--- config.mk ---
export PLATFORM = sky130hd
export DESIGN_NAME = rca_seq_adder_ctrl
export DESIGN_NICKNAME = d
export VERILOG_FILES = /design/src/rtl/rca_seq_adder_ctrl.sv
export SDC_FILE = /design/constraint.sdc
export NUM_CORES = 1
export LEC_CHECK = 0
export BUFFER_PORTS_ARGS = -buffer_cell sky130_fd_sc_hd__buf_2
export CORE_MARGIN = 3
export CORE_UTILIZATION = 44
export CTS_CLUSTER_DIAMETER = 40
export DETAILED_ROUTE_END_ITERATION = 10
export PLACE_DENSITY = 0.66
export SKIP_CTS_REPAIR_TIMING = 1
export SYNTH_ARGS = -nofsm -noshare
export SYNTH_HDL_FRONTEND = slang
export SYNTH_HIERARCHICAL = 1
export SYNTH_SLANG_ARGS = --single-unit
--- constraint.sdc ---
create_clock -name clk -period 4.53 [get_ports clk]
set_input_delay 1.359 -clock clk [delete_from_list [all_inputs] [get_ports clk]]
set_output_delay 1.359 -clock clk [all_outputs]
set_load 0.02 [all_outputs]
--- src/rtl/rca_seq_adder_ctrl.sv ---
// Low-area WIDTH-bit adder: one 4-bit ripple slice reused over WIDTH/4 cycles, LSB nibble first.
// Optional macro RCA_SEQ_OVF_DETECT_EN adds a registered signed-overflow output (ovf).

module ripple_carry_adder_4 (
   output logic [3:0] sum,
   output logic       cout,
   input  logic [3:0] in1,
   input  logic [3:0] in2,
   input  logic       cin
);
   logic [4:0] c;

   always_comb begin
      c[0] = cin;
      sum  = '0;
      for (int i = 0; i < 4; i++) begin
         sum[i]  = in1[i] ^ in2[i] ^ c[i];
         c[i+1]  = (in1[i] & in2[i]) | (c[i] & (in1[i] ^ in2[i]));
      end
      cout = c[4];
   end
endmodule

module rca_seq_adder_ctrl #(
   parameter int unsigned WIDTH = 16
) (
   input  logic             clk,
   input  logic             rst,
   input  logic             start,
   input  logic [WIDTH-1:0] in1,
   input  logic [WIDTH-1:0] in2,
   input  logic             cin,
   output logic             ready,
   output logic             busy,
   output logic             done,
   output logic [WIDTH-1:0] sum,
   output logic             cout
`ifdef RCA_SEQ_OVF_DETECT_EN
   ,
   output logic             ovf
`endif
);
   localparam int unsigned NSLICE = WIDTH / 4;
   localparam int unsigned IDXW   = (NSLICE > 1) ? $clog2(NSLICE) : 1;

   typedef enum logic [1:0] {StIdle, StRun, StDone} state_e;

   state_e            state_q, state_d;
   logic [IDXW-1:0]   idx_q, idx_d;
   logic              carry_q, carry_d;
   logic [WIDTH-1:0]  opa_q, opa_d, opb_q, opb_d;
   logic [WIDTH-1:0]  sum_q, sum_d;
   logic              cout_q, cout_d;
   logic [3:0]        add_sum;
   logic              add_cout;
   logic              last;
`ifdef RCA_SEQ_OVF_DETECT_EN
   logic              ovf_q, ovf_d;
`endif

   ripple_carry_adder_4 u_slice (
      .sum  (add_sum),
      .cout (add_cout),
      .in1  (opa_q[4*idx_q +: 4]),
      .in2  (opb_q[4*idx_q +: 4]),
      .cin  (carry_q)
   );

   assign last = (idx_q == IDXW'(NSLICE - 1));

   always_comb begin
      state_d = state_q;
      idx_d   = idx_q;
      carry_d = carry_q;
      opa_d   = opa_q;
      opb_d   = opb_q;
      sum_d   = sum_q;
      cout_d  = cout_q;
`ifdef RCA_SEQ_OVF_DETECT_EN
      ovf_d   = ovf_q;
`endif
      unique case (state_q)
         StIdle, StDone: begin
            // DONE accepts a new start just like IDLE so back-to-back adds have no bubble
            if (start) begin
               opa_d   = in1;
               opb_d   = in2;
               carry_d = cin;
               idx_d   = '0;
               state_d = StRun;
            end else begin
               state_d = StIdle;
            end
         end
         StRun: begin
            sum_d[4*idx_q +: 4] = add_sum;
            carry_d             = add_cout;
            if (last) begin
               cout_d  = add_cout;
               idx_d   = '0;
               state_d = StDone;
`ifdef RCA_SEQ_OVF_DETECT_EN
               ovf_d   = (opa_q[WIDTH-1] ~^ opb_q[WIDTH-1]) & (add_sum[3] ^ opa_q[WIDTH-1]);
`endif
            end else begin
               idx_d = idx_q + 1'b1;
            end
         end
         default: state_d = StIdle;
      endcase
   end

   always_ff @(posedge clk or posedge rst) begin
      if (rst) begin
         state_q <= StIdle;
         idx_q   <= '0;
         carry_q <= 1'b0;
         opa_q   <= '0;
         opb_q   <= '0;
         sum_q   <= '0;
         cout_q  <= 1'b0;
`ifdef RCA_SEQ_OVF_DETECT_EN
         ovf_q   <= 1'b0;
`endif
      end else begin
         state_q <= state_d;
         idx_q   <= idx_d;
         carry_q <= carry_d;
         opa_q   <= opa_d;
         opb_q   <= opb_d;
         sum_q   <= sum_d;
         cout_q  <= cout_d;
`ifdef RCA_SEQ_OVF_DETECT_EN
         ovf_q   <= ovf_d;
`endif
      end
   end

   assign ready = (state_q == StIdle) || (state_q == StDone);
   assign busy  = (state_q == StRun);
   assign done  = (state_q == StDone);
   assign sum   = sum_q;
   assign cout  = cout_q;
`ifdef RCA_SEQ_OVF_DETECT_EN
   assign ovf   = ovf_q;
`endif
endmodule

==> results.md <==
- Run status: complete, no violations
- Initial Utilization: a little under half
- Core area: 5956 um^2
- Design Area, Final: 3148 um^2
- Syn avg cell area: 14.63 um^2
- Clk buf depth: 2
- CP bufs+invs: 4
- Syn Inst Count: 187
- CP top delay family: adder cells
- Synth Warn #: 6
- Clock-pin slew on the worst setup and hold paths: about 0.1 ns
- Worst hold-check path type: flop to flop
- Syn Nets: 233
- Clk sinks: between 50 and 60
- Cells after DPL: about 310
- GRT Residual Overflow: 0
- Peak supply drop: just under 0.0005 V
- Area grow syn2layout: 15.04%
- CP Launch Type: flop
- Overall routing resource usage: 14.62%
- Top cells by area, synth: dfrtp_1 (49%), mux2_4 (15%), mux4_2 (6.6%), inv_1 (3.4%), fa_1 (2.9%)
- Wire per inst: 16.03 um
- Clock Tree Root: clkbuf_8
- Seq/Total Area, Yosys: between 40% and 50%
- Die Y: 84.86 um
- Num CTS Buffers: 5
- CP required: 4.74 ns
- CP peak stage delay: ~0.67 ns
- Die Span X: 84.86 um
- Dpl cell area: 3072 um^2
- Max_cap viols: 0
- Antenna diodes: 0
- Crit. End Element: flop
- Most numerous cell in the Yosys netlist: dfrtp_1
- I/O Pins: 56
- R2R Path Start: idx_q[1]$_DFFE_PP0P_
- Crit path max fanout: 12
- Clk_skew: between 0.008 and 0.009 ns
- Vias in the first global route: between 1500 and 2000
- Dpl ws: 1.221 ns
- Antenna violations before repair: 0
- Iter 0 DRT Violations: 69
- Htree depth: 2
- Final Non-Filler Cells: 319
- Final Max Tran Viols: 0
- Reg2reg path depth: 11
- FMAX: about 0.3 GHz
- Layout net count: 290
- Die area: 7201 um^2
- Worst reg2reg endpoint: sum[7]$_DFFE_PP0P_
- CP max stage cell: dfrtp_1
- DR vias: 1653
- #FFs+latches synth: 54
- Measured slew at the worst slew-check pin: a little over 0.7 ns
- Overall power: 2.517 mW
- Crit path kind: flop to flop
- Post-synth top cells: dfrtp_1 (54), mux2_4 (28), inv_1 (25)
- Number of library cell types mapped by synthesis: 33
- R2R setup slack: 1.22 ns
- Ratio of final minimum period to clock period: 73.14%
- WHS: 0.4944 ns
- Top cell type's share of synthesized area: between 40 and 50%
- Leading area contributor after synthesis: dfrtp_1
- Max-slew headroom: 51.92%
- Worst setup margin: roughly 1.2 ns
- HPWL Detailed: 3.730 mm
- 1st-pass router iterations: 4
- RSZ-0062 raised after global routing: no
- GP Congestion: 0.7282
- Power Dens Cells: 799.4 nW/um^2
- Post-synth ARST share: 100.0%
- Hold path start: sum[13]$_DFFE_PP0P_
- Pin count of the biggest net entering global routing: 37
- CTS tree: built
- Share of cells above drive strength 1: between 40% and 50%
- Hold Path Sink: sum[13]$_DFFE_PP0P_
- Final hold vios: 0
- Final TNS setup: 0 ns
- Vias/cell: just over 5
- Synthesized area: 2736 um^2
- CP Cell Sequence: mux4_2 > fa_1 > inv_1 > fa_1 > inv_1 > fa_1 > inv_1 > fa_1 > inv_1 > nand2_1 > o32ai_1
- Arrival time at the worst endpoint: 3.52 ns
- Skew-Pair Late Insertion Delay: around 0.30 ns
- IO buf count: 55
- Rows: 28
- Final min period: ~3.3 ns
- Main flop type after synthesis: dfrtp_1
- Final setup vio count: 0
- DRC Markers: 0
- Leak: 1.529 nW
- EDFF count, synth: 0
- DRT antenna net count: 0
- WL final: 5.112 mm
- First-pass GRT wire length: 8.424 mm
- Post-Route Utilization: 52.86%
- Worst Hold Depth: 1
-- area by class of cell --
type                       count  area [um^2]
clock buffer                   7        76.32
multi-input combinational     99         1227
inverter                      25        93.84
tap                           75        93.84
timing repair buffer          59        305.3
sequential                    54         1351
fill                         556         2808
-- cells in the final DEF, fill, tap and decap left out --
cell type	instances
o22ai_1	1
nor3b_1	3
a22o_1	1
inv_2	1
inv_1	24
dfrtp_1	54
buf_4	4
clkbuf_8	5
ha_1	6
nor4bb_1	1
nor2b_1	1
fa_1	4
nand3b_1	4
nand4b_1	1
buf_2	55
o32ai_1	4
mux2_1	5
o21ai_1	1
nand2b_1	2
a311oi_1	1
nor3b_2	1
and3b_1	2
o31ai_1	2
a32o_1	7
nand2_1	7
mux2_4	28
o32ai_2	3
or4b_1	1
and4bb_1	1
or3b_4	1
nand4bb_1	1
nor2b_4	1
mux4_2	8
clkbuf_1	2
and4bb_2	1
-- state kept, by name, indices dropped and copies added, names as in the netlist --
name     count
carry_q      1
cout         1
idx_q        2
opa_q       16
opb_q       16
state_q      2
sum         16
-- layer usage --
| metal | share of wire, % | up-vias | global-route usage, % | routed length [um] |
|---|---|---|---|---|
| li1 | - | 782 | - | - |
| met1 | 48 | 820 | 21.55 | 2439 |
| met2 | 45 | 44 | 21.92 | 2320 |
| met3 | 5.4 | 7 | 3.495 | 278 |
| met4 | 1.4 | 0 | 3.741 | 74 |
| met5 | 0 | - | 0 | 0 |
-- how the worst max path moves through the flow --
| stage | depth (start not counted) | from | to |
|---|---|---|---|
| after detailed placement | 11 | idx_q[1]$_DFFE_PP0P_ | sum[7]$_DFFE_PP0P_ |
| after CTS | 11 | idx_q[1]$_DFFE_PP0P_ | sum[7]$_DFFE_PP0P_ |
| final | 11 | idx_q[1]$_DFFE_PP0P_ | sum[7]$_DFFE_PP0P_ |
| after global routing | 11 | idx_q[1]$_DFFE_PP0P_ | sum[7]$_DFFE_PP0P_ |
| after global placement | 11 | idx_q[1]$_DFFE_PP0P_ | sum[7]$_DFFE_PP0P_ |
| after floorplan | 12 | idx_q[0]$_DFFE_PP0P_ | sum[7]$_DFFE_PP0P_ |
-- kinds of logic (layout without fill, tap and decap cells) --
group                    Yosys count  in the layout  share of synthesized area [%]
multiplexers                      41             41                          24.01
AND/OR/NAND/NOR                   28             28                          7.682
flip-flops                        54             54                          49.38
adder cells (fa/ha/maj)           10             10                          5.670
AO/OA/AOI/OAI                     20             20                          7.225
buffers and inverters             34             91                          6.035
-- power by group --
group	leakage, nW	internal, mW	switching, mW
combinational	0.822	0.660	0.731
sequential	0.668	0.704	0.165
clock	0.0383	0.107	0.149
No activity file was read; power rests on OpenSTA's default activity.
